File: src/rtl/mmcm_ps_pkg.sv
// -----------------------------------------------------------------------------
// mmcm_ps_pkg
// Shared definitions for the multi-channel MMCM dynamic phase-shift stepper.
//   ps_state_e : per-channel FSM state encoding.
//   ps_clamp   : signed magnitude clamp. It works on 32-bit values so any step
//                width up to 32 bits can use it. Callers sign-extend the input
//                and truncate the result.
// -----------------------------------------------------------------------------
package mmcm_ps_pkg;

  typedef enum logic [2:0] {
    PS_IDLE  = 3'd0,
    PS_PULSE = 3'd1,
    PS_WAIT  = 3'd2,
    PS_DONE  = 3'd3,
    PS_ERROR = 3'd4   // only reachable when MMCM_PS_TIMEOUT_EN is defined
  } ps_state_e;

  // Clamp a signed value to the range [-limit, +limit]. The comparison is signed.
  function automatic logic signed [31:0] ps_clamp(input logic signed [31:0] value,
                                                   input logic signed [31:0] limit);
    if (value > limit) begin
      return limit;
    end else if (value < -limit) begin
      return -limit;
    end
    return value;
  endfunction

endpackage

File: src/rtl/mmcm_ps_channel.sv
// -----------------------------------------------------------------------------
// mmcm_ps_channel
// Drives one MMCM dynamic phase-shift port. A load latches a clamped signed
// target. The channel then issues one PSEN pulse at a time, waits for PSDONE
// after each pulse, and keeps a signed position count. When the position equals
// the target, the channel pulses o_done.
//
// Optional feature (macro MMCM_PS_TIMEOUT_EN): a PSDONE timeout. If PSDONE does
// not arrive within pTIMEOUT cycles, the channel sets a sticky o_error and parks
// in PS_ERROR. Only i_mmcm_reset or reset can release it.
//
// Ports
//   clk_usb       : clock (also the MMCM PSCLK)
//   reset         : asynchronous, active-high
//   i_step_index  : signed target step index
//   i_load        : load strobe (a load while busy retargets the channel)
//   i_mmcm_reset  : MMCM held in reset; position and target return to 0
//   i_psdone      : MMCM PSDONE
//   o_psen        : MMCM PSEN (one-cycle pulses)
//   o_psincdec    : MMCM PSINCDEC
//   o_done        : one-cycle pulse when the target is reached
//   o_busy        : high from load acceptance until o_done
//   o_position    : current signed position
//   o_error       : sticky PSDONE timeout flag (0 when the feature is absent)
// -----------------------------------------------------------------------------
module mmcm_ps_channel
  import mmcm_ps_pkg::*;
#(
  parameter int pSTEP_WIDTH = 16,
  parameter int pMAX_STEP   = 1120,
  parameter int pTIMEOUT    = 1023
) (
  input  logic                          clk_usb,
  input  logic                          reset,
  input  logic signed [pSTEP_WIDTH-1:0] i_step_index,
  input  logic                          i_load,
  input  logic                          i_mmcm_reset,
  input  logic                          i_psdone,
  output logic                          o_psen,
  output logic                          o_psincdec,
  output logic                          o_done,
  output logic                          o_busy,
  output logic signed [pSTEP_WIDTH-1:0] o_position,
  output logic                          o_error
);

  // Reject parameter sets that could let the position counter wrap.
  if (pMAX_STEP < 0 || pMAX_STEP >= (2 ** (pSTEP_WIDTH - 1)) || pTIMEOUT < 1) begin : g_param_check
    $error("mmcm_ps_channel: pMAX_STEP must be < 2^(pSTEP_WIDTH-1) and pTIMEOUT >= 1");
  end

  ps_state_e                   r_state;
  ps_state_e                   w_state_next;
  logic signed [pSTEP_WIDTH-1:0] r_target;
  logic signed [pSTEP_WIDTH-1:0] w_target_next;
  logic signed [pSTEP_WIDTH-1:0] r_position;
  logic signed [pSTEP_WIDTH-1:0] w_position_next;
  logic signed [pSTEP_WIDTH-1:0] w_load_target;
  logic r_psen,     w_psen_next;
  logic r_psincdec, w_psincdec_next;
  logic r_done,     w_done_next;
  logic r_busy,     w_busy_next;

`ifdef MMCM_PS_TIMEOUT_EN
  localparam int TIMER_W = (pTIMEOUT > 1) ? $clog2(pTIMEOUT) : 1;
  logic [TIMER_W-1:0] r_timer, w_timer_next;
  logic               r_error, w_error_next;
`endif

  // Sign-extend to the package width, clamp, then narrow back. The clamp bound
  // fits in pSTEP_WIDTH, so the truncation loses nothing.
  assign w_load_target = pSTEP_WIDTH'(ps_clamp(32'(i_step_index), 32'(pMAX_STEP)));

  // NOTE: every signal written here gets a default first, so no path leaves a
  // value unassigned and no latch is inferred.
  always_comb begin
    w_state_next    = r_state;
    w_target_next   = r_target;
    w_position_next = r_position;
    w_psen_next     = 1'b0;
    w_psincdec_next = r_psincdec;
    w_done_next     = 1'b0;
    w_busy_next     = r_busy;
`ifdef MMCM_PS_TIMEOUT_EN
    w_timer_next    = r_timer;
    w_error_next    = r_error;
`endif

    if (i_mmcm_reset) begin
      // The MMCM's phase returns to zero while it is held in reset. Any step in
      // flight is abandoned and loads are ignored.
      w_state_next    = PS_IDLE;
      w_target_next   = '0;
      w_position_next = '0;
      w_psincdec_next = 1'b0;
      w_busy_next     = 1'b0;
`ifdef MMCM_PS_TIMEOUT_EN
      w_error_next    = 1'b0;
`endif
    end else begin
      case (r_state)
        PS_IDLE: begin
          w_psincdec_next = 1'b0;
          if (i_load) begin
            w_target_next = w_load_target;
            w_busy_next   = 1'b1;
            w_state_next  = PS_PULSE;
          end
        end

        PS_PULSE: begin
          // A retarget here is latched, but this decision still uses the old
          // target. The new target applies from the next PULSE.
          if (i_load) begin
            w_target_next = w_load_target;
          end
          if (r_target > r_position) begin
            w_psen_next     = 1'b1;
            w_psincdec_next = 1'b1;
            w_position_next = r_position + pSTEP_WIDTH'(1);
            w_state_next    = PS_WAIT;
`ifdef MMCM_PS_TIMEOUT_EN
            w_timer_next    = '0;
`endif
          end else if (r_target < r_position) begin
            w_psen_next     = 1'b1;
            w_psincdec_next = 1'b0;
            w_position_next = r_position - pSTEP_WIDTH'(1);
            w_state_next    = PS_WAIT;
`ifdef MMCM_PS_TIMEOUT_EN
            w_timer_next    = '0;
`endif
          end else begin
            w_state_next = PS_DONE;
          end
        end

        PS_WAIT: begin
          if (i_load) begin
            w_target_next = w_load_target;
          end
          if (i_psdone) begin
            w_state_next = PS_PULSE;
`ifdef MMCM_PS_TIMEOUT_EN
          end else if (r_timer == TIMER_W'(pTIMEOUT - 1)) begin
            w_error_next    = 1'b1;
            w_busy_next     = 1'b0;
            w_psincdec_next = 1'b0;
            w_state_next    = PS_ERROR;
          end else begin
            w_timer_next = r_timer + TIMER_W'(1);
`endif
          end
        end

        PS_DONE: begin
          w_done_next     = 1'b1;
          w_busy_next     = 1'b0;
          w_psincdec_next = 1'b0;
          w_state_next    = PS_IDLE;
        end

`ifdef MMCM_PS_TIMEOUT_EN
        PS_ERROR: begin
          // Parked until i_mmcm_reset or reset. Loads are ignored.
          w_busy_next     = 1'b0;
          w_psincdec_next = 1'b0;
        end
`endif

        default: begin
          w_state_next = PS_IDLE;
        end
      endcase
    end
  end

  // NOTE: state registers use non-blocking assignments, so every register
  // samples the pre-edge values and none depends on evaluation order.
  always_ff @(posedge clk_usb or posedge reset) begin
    if (reset) begin
      r_state    <= PS_IDLE;
      r_target   <= '0;
      r_position <= '0;
      r_psen     <= 1'b0;
      r_psincdec <= 1'b0;
      r_done     <= 1'b0;
      r_busy     <= 1'b0;
`ifdef MMCM_PS_TIMEOUT_EN
      r_timer    <= '0;
      r_error    <= 1'b0;
`endif
    end else begin
      r_state    <= w_state_next;
      r_target   <= w_target_next;
      r_position <= w_position_next;
      r_psen     <= w_psen_next;
      r_psincdec <= w_psincdec_next;
      r_done     <= w_done_next;
      r_busy     <= w_busy_next;
`ifdef MMCM_PS_TIMEOUT_EN
      r_timer    <= w_timer_next;
      r_error    <= w_error_next;
`endif
    end
  end

  assign o_psen     = r_psen;
  assign o_psincdec = r_psincdec;
  assign o_done     = r_done;
  assign o_busy     = r_busy;
  assign o_position = r_position;
`ifdef MMCM_PS_TIMEOUT_EN
  assign o_error    = r_error;
`else
  assign o_error    = 1'b0;
`endif

endmodule

File: src/rtl/mmcm_phaseshift_multi.sv
// -----------------------------------------------------------------------------
// mmcm_phaseshift_multi
// Holds pCHANNELS independent MMCM dynamic phase-shift steppers, all clocked by
// clk_usb. Each channel takes its slice of the flat buses; channel i uses bits
// [i*pSTEP_WIDTH +: pSTEP_WIDTH] of I_step_index and O_position.
//
// Optional feature (macro MMCM_PS_TIMEOUT_EN): a per-channel PSDONE timeout
// that sets a sticky error flag (see mmcm_ps_channel).
//
// Ports (all per-channel vectors are pCHANNELS wide)
//   clk_usb      : clock for all logic and PSCLK of every MMCM
//   reset        : asynchronous, active-high
//   I_step_index : signed targets, pCHANNELS*pSTEP_WIDTH
//   I_load       : load strobes
//   I_mmcm_reset : MMCM-in-reset indications (position re-zeroed)
//   I_psdone     : MMCM PSDONE
//   O_psen       : MMCM PSEN
//   O_psincdec   : MMCM PSINCDEC
//   O_done       : target-reached pulses
//   O_busy       : channel stepping
//   O_position   : signed positions, pCHANNELS*pSTEP_WIDTH
//   O_error      : sticky PSDONE timeout flags
// -----------------------------------------------------------------------------
module mmcm_phaseshift_multi
  import mmcm_ps_pkg::*;
#(
  parameter int pCHANNELS   = 2,
  parameter int pSTEP_WIDTH = 16,
  parameter int pMAX_STEP   = 1120,
  parameter int pTIMEOUT    = 1023
) (
  input  logic                             clk_usb,
  input  logic                             reset,
  input  logic [pCHANNELS*pSTEP_WIDTH-1:0] I_step_index,
  input  logic [pCHANNELS-1:0]             I_load,
  input  logic [pCHANNELS-1:0]             I_mmcm_reset,
  input  logic [pCHANNELS-1:0]             I_psdone,
  output logic [pCHANNELS-1:0]             O_psen,
  output logic [pCHANNELS-1:0]             O_psincdec,
  output logic [pCHANNELS-1:0]             O_done,
  output logic [pCHANNELS-1:0]             O_busy,
  output logic [pCHANNELS*pSTEP_WIDTH-1:0] O_position,
  output logic [pCHANNELS-1:0]             O_error
);

  if (pCHANNELS < 1 || pCHANNELS > 8) begin : g_param_check
    $error("mmcm_phaseshift_multi: pCHANNELS must be in 1..8");
  end

  for (genvar g = 0; g < pCHANNELS; g++) begin : g_ch
    mmcm_ps_channel #(
      .pSTEP_WIDTH (pSTEP_WIDTH),
      .pMAX_STEP   (pMAX_STEP),
      .pTIMEOUT    (pTIMEOUT)
    ) u_channel (
      .clk_usb      (clk_usb),
      .reset        (reset),
      .i_step_index (I_step_index[g*pSTEP_WIDTH +: pSTEP_WIDTH]),
      .i_load       (I_load[g]),
      .i_mmcm_reset (I_mmcm_reset[g]),
      .i_psdone     (I_psdone[g]),
      .o_psen       (O_psen[g]),
      .o_psincdec   (O_psincdec[g]),
      .o_done       (O_done[g]),
      .o_busy       (O_busy[g]),
      .o_position   (O_position[g*pSTEP_WIDTH +: pSTEP_WIDTH]),
      .o_error      (O_error[g])
    );
  end

endmodule

File: config.mk
export PLATFORM = sky130hd
export DESIGN_NAME = mmcm_phaseshift_multi
export DESIGN_NICKNAME = d
export VERILOG_FILES = /design/src/rtl/mmcm_ps_pkg.sv /design/src/rtl/mmcm_ps_channel.sv /design/src/rtl/mmcm_phaseshift_multi.sv
export SDC_FILE = /design/constraint.sdc
export NUM_CORES = 1
export LEC_CHECK = 0
export ABC_AREA = 1
export CAP_MARGIN = 20
export CORE_MARGIN = 5
export CORE_UTILIZATION = 35
export CTS_BUF_LIST = sky130_fd_sc_hd__clkbuf_4 sky130_fd_sc_hd__clkbuf_8 sky130_fd_sc_hd__clkbuf_16
export DETAILED_ROUTE_END_ITERATION = 12
export PLACE_DENSITY = 0.62
export SLEW_MARGIN = 20
export SYNTH_ARGS = -nofsm -noshare
export SYNTH_HDL_FRONTEND = slang
export SYNTH_SLANG_ARGS = --single-unit
File: constraint.sdc
create_clock -name clk_usb -period 4.95 [get_ports clk_usb]
set_input_delay 1.485 -clock clk_usb [delete_from_list [all_inputs] [get_ports clk_usb]]
set_output_delay 1.485 -clock clk_usb [all_outputs]
set_load 0.005 [all_outputs]
## After elaboration in Yosys (flattened, before gate mapping)

Cells that the tools add are included.

- Register bits after elaboration: 78

- Order comparisons: 8
- Mux-type cells: 62
- Equal/unequal tests: 12
- Reductions and logical operators: 28
- Add/subtract/negate cells: 4

Operators with widths:

| kind | count |
|---|---|
| 16-bit two-way mux | 20 |
| 16-bit by 2-bit adder with 16-bit output, second input constant | 2 |
| 16-bit by 12-bit > comparator with 1-bit output, second input constant | 2 |
| 16-bit > comparator | 2 |
| 16-bit by 12-bit < comparator with 1-bit output, second input constant | 2 |
| 16-bit < comparator | 2 |
| 16-bit by 2-bit subtractor with 16-bit output, second input constant | 2 |
| 1-bit two-way mux | 28 |
| 3-bit two-way mux | 8 |
| 2-bit AND reduction | 10 |
| 3-bit case mux with 3 select lines | 2 |
| 3-bit nonzero test | 6 |
| 3-bit by 2-bit equality test with 1-bit output, second input constant | 4 |
| 3-bit inequality test, second input constant | 4 |
| 2-bit nonzero test | 6 |
| 4-bit by 2-bit inequality test with 1-bit output, second input constant | 2 |
| 1-bit case mux with 2 select lines | 4 |
| 3-bit by 1-bit equality test with 1-bit output, second input constant | 2 |
| 3-bit logical NOT | 2 |
| 3-bit OR reduction | 2 |
| 2-bit OR reduction | 2 |

## Logic depth before layout (Yosys ltp)

- Depth in word-level cells: 7
- Depth in mapped cells: 24
- Depth with buffers taken out: 24

## Cells and area by module

Synthesis repeated with hierarchy kept, for this count alone.

- Cell total of the unflattened synthesis: 748
- Area, all modules: 5723.0 µm²

By module, submodules not included:

| module | area each (µm²) | cells an instance | times used |
|---|---|---|---|
| mmcm_ps_channel | 2861.5 | 374 | 2 |

## Least setup slack after synthesis

OpenSTA, ideal clock, no wires.

- Path kind: flip-flop to flip-flop
- Start: register g_ch[0].u_channel.r_position[7]
- End: register g_ch[0].u_channel.r_position[14]
- Path buffers: 0
- Stages on the path, launching flop included: 20
- Required time: 4.824 ns
- Period minus slack after synthesis: 3.286 ns
- Path slack: 1.664 ns
- Arrival: 3.160 ns
- Library setup time: 0.126 ns
- Path through: dfrtp_1 inv_1 ha_1 nand2_1 inv_1 a21oi_1 nand3_1 nand2_1 nand2_1 nand2_1 nand3_1 ha_1 nand2_1 o21ai_0 a31oi_1 nand3b_1 nand2_1 nand2_1 nand3_1 o21ai_0

- Longest elaborated chain between the ends: 5
- Elaborated cells between the ends (all ways): 10
- Classes of those cells: add/sub (2); order compare (2); mux (4); reduce/logical (2)

RTL lines:

| element | line | RTL |
|---|---|---|
| start: declaration | mmcm_ps_channel.sv:56 | `logic signed [pSTEP_WIDTH-1:0] r_position;` |
| start signal: assignment | mmcm_ps_channel.sv:196 | `r_position <= w_position_next;` |
| 16-bit by 2-bit subtractor with 16-bit output | mmcm_ps_channel.sv:128 | `w_position_next = r_position - pSTEP_WIDTH'(1);` |
| 16-bit two-way mux | mmcm_ps_channel.sv:125 | `end else if (r_target < r_position) begin` |
| 16-bit two-way mux | mmcm_ps_channel.sv:117 | `if (r_target > r_position) begin` |
| 16-bit two-way mux | mmcm_ps_channel.sv:101 | `case (r_state)` |
| 16-bit two-way mux | mmcm_ps_channel.sv:89 | `if (i_mmcm_reset) begin` |

Several ways; a longest one is shown, not always the timed one. The select of a mux whose other input is x is not followed.
A chain may end at the register's enable or synchronous reset.

## Final worst setup path

- Start: register g_ch[0].u_channel.r_position[7]
- End: register g_ch[0].u_channel.r_position[10]

The elaborated chain is that of the path after synthesis.

==> run metrics <==
status=finished, final reports clean; final WL=14400 um; Power Density=651 mW/mm^2; Data required, critical path=5150 ps; Post-Route Skew=9.96 ps; synthesized instance count=763; final worst path period need=4000 ps; final net count=959; Placed Instances=1050; CTS tree=done; I/O pins=82; Static Leak=3.55 nW; fin. max-slew vios=0; r2r startpoint=g_ch[0].u_channel.o_position[7]$_DFFE_PP0P_; Setup violations, final=0; 1st-iter DRT viols=269; register area share after synthesis=32.7%; post-route ant nets=0; Layout area overhead=22.6%; largest net degree at the start of global routing=28; Syn. warnings=0; R2R Path End=g_ch[0].u_channel.o_position[10]$_DFFE_PP0P_; post-CTS setup buffer count=0; Peak Freq=250 MHz; Hold Crit Endpoint=g_ch[0].u_channel.r_target[14]$_DFFE_PP0P_; Worst Setup Start Kind=register; Core Footprint=0.0165 mm^2; Placer Congestion=0.878; cell taking the most area after synthesis=dfrtp_1; gr usage total=15.0%; flops & latches, synth=76; first-pass GRT wire length=24100 um; row count=47; setup ws final=954 ps; worst hold start=g_ch[0].u_channel.r_target[14]$_DFFE_PP0P_; max-cap violation count=0; die width=139 um; DP Worst Slack=951 ps; Syn Area/Cell=7.62 um^2; post-route cell area=0.00713 mm^2; TNS Setup=0 ps; max_slew headroom=45.7%; vias in the first global route=4939; count of cell types in the netlist=40; worst-path maximum fanout=18; crit end category=register; post-CTS sizing=0; Critical Path AT=4200 ps; r2r setup slk=950 ps; Yosys top cell area share=32.7%; Worst-Margin Slew=812 ps; clk sinks=76; CTS clock-pin slew for the worst setup and hold paths=60 ps; die area=0.0193 mm^2; GR Overflow Total=0; dominant cells by area after synthesis=dfrtp_1 33%, ha_1 16%, nand2_1 11%, inv_1 8.1%, o21ai_0 4.3%; Fin. Hold Viols=0; worst hold slack=480 ps; chip height=139 um; RSZ-0062 raised after global routing=false; Vias/cell=4.78; WS Path Type=reg -> reg; routed vias=5091; PortBufs=79; DRC Markers=0; Mapped Area=0.00581 mm^2; CTS Hold Bufs=0; Wirelength per Cell=13.5 um; HP Class=reg -> reg; placed cell areas=0.00678 mm^2; ratio of cells with drive above 1 in the final layout=4.14%; Peak supply drop=0.199 mV; CTS Buffer Depth=2; number of buffers created by CTS=9; Tcrit/Tclk final=80.7%; Layout Cells excl Fill=1066; clk_lat worst skew=340 ps; initial antenna violation count=0; H-tree depth=3; worst-case reg-to-reg path depth=16; length of the first detailed-routing pass in iterations=4; Starting Density=35.3%; hold depth=2; dpl hpwl=11400 um; n_diodes=0; Root Buffer=clkbuf_16
[cell usage in the layout (no fill, tap or decap), types with 3 or more instances in the layout]
master / n
inv_1: 124
o2111ai_1: 4
bufinv_16: 3
nor2_1: 43
clkdlybuf4s50_1: 79
o22ai_1: 27
buf_4: 3
xnor2_1: 16
nand2_2: 3
dfrtp_1: 76
clkbuf_4: 3
nor3_1: 8
clkbuf_16: 9
xor2_1: 6
o21ai_0: 50
o21a_1: 3
a21oi_1: 42
nand2_1: 177
a21o_1: 4
nor4_1: 3
nand3_1: 42
nand3_2: 4
o211ai_1: 3
nand4_1: 11
ha_1: 76
[routing by layer]
metal / global-route usage (%) / vias to the layer above / routed length, um
li1: - / 2684 / -
met1: 22.2 / 2315 / 7550
met2: 23.0 / 80 / 6190
met3: 2.45 / 12 / 477
met4: 3.71 / 0 / 161
met5: 0 / - / 0
[critical path: stages (launching register included)]
cell     delay, ps
dfrtp_1        380
inv_1           80
ha_1           310
nand2_1        120
inv_1           50
a21oi_1        140
nand3_1        100
nand2_1         90
nand3_1        130
nand3_1        650
inv_1          190
fa_1           470
o21ai_0        480
a21oi_1        180
o21ai_0        260
xnor2_1        150
o22ai_1         80
[synth_stat cells (all sizes together)]
master	n
o311ai	1
o31ai	1
o41ai	1
xor2	6
fa	2
o21bai	2
inv	125
dfrtp	76
a22o	1
a31o	1
nor3	9
o22ai	28
clkbuf	2
a21oi	42
a21o	4
buf	14
xnor2	16
o211ai	3
o21a	3
nor2	45
nand3b	1
nor4	3
conb	1
ha	76
a31oi	2
nand4	11
o2111ai	4
nor3b	2
nand3	46
o21ai	53
nand2	182
[final cells by class]
type / instances / area [um^2]
sequential: 76 / 1900
timing repair buffer: 82 / 813
tap: 220 / 275
clock inverter: 4 / 97.6
fill: 1701 / 9340
inverter: 125 / 470
clock buffer: 12 / 248
multi-input combinational: 547 / 3320
[kinds of logic (layout without fill, tap and decap cells)]
family | after synthesis | in the layout | share of synthesized area, %
other | 1 | 2 | 0.0645
buffers and inverters | 141 | 223 | 10.2
and+or+nand+nor | 299 | 299 | 22.2
DFF | 76 | 76 | 32.7
adders and majority gates | 78 | 78 | 17.0
AOI/OAI and AO/OA | 146 | 146 | 14.5
xor gates and xnor gates | 22 | 22 | 3.31
[power by group]
part           total, W  switching (W)  internal (W)
combinational   0.00295        0.00175       0.00120
clock          0.000782       0.000272      0.000510
sequential     0.000915       0.000144      0.000770
total           0.00464        0.00217       0.00248
[stage by stage]
step	power (W)	utilization, %
2_1_floorplan	0.00305	-
3_3_place_gp	0.00384	41.2
3_5_place_dp	0.00384	41.2
4_1_cts	0.00466	43.3
5_1_grt	0.00510	43.3
6_report	0.00464	43.3
[state kept, by name, summed over array words and instances (netlist names)]
signal and count:
g_ch.u_channel.o_position 32, g_ch.u_channel.o_psen 2, g_ch.u_channel.r_state 4, g_ch.u_channel.o_psincdec 2, g_ch.u_channel.r_target 32, g_ch.u_channel.o_busy 2
g_ch.u_channel.o_done 2
[worst max-delay path by stage]
stage                     slack, ps                                            to  cells after the start                                   startpoint
after floorplan                1530          g_ch[0].u_channel.o_busy$_DFFE_PP0P_                      1                                        reset
after global placement         1010  g_ch[0].u_channel.o_position[14]$_DFFE_PP0P_                     19  g_ch[0].u_channel.o_position[7]$_DFFE_PP0P_
after detailed placement        950  g_ch[0].u_channel.o_position[14]$_DFFE_PP0P_                     18  g_ch[0].u_channel.o_position[7]$_DFFE_PP0P_
after CTS                       940  g_ch[0].u_channel.o_position[10]$_DFFE_PP0P_                     17  g_ch[0].u_channel.o_position[7]$_DFFE_PP0P_
after global routing            480  g_ch[0].u_channel.o_position[14]$_DFFE_PP0P_                     19  g_ch[0].u_channel.o_position[7]$_DFFE_PP0P_
final                           950  g_ch[0].u_channel.o_position[10]$_DFFE_PP0P_                     16  g_ch[0].u_channel.o_position[7]$_DFFE_PP0P_
(Power assumes the default switching activity.)
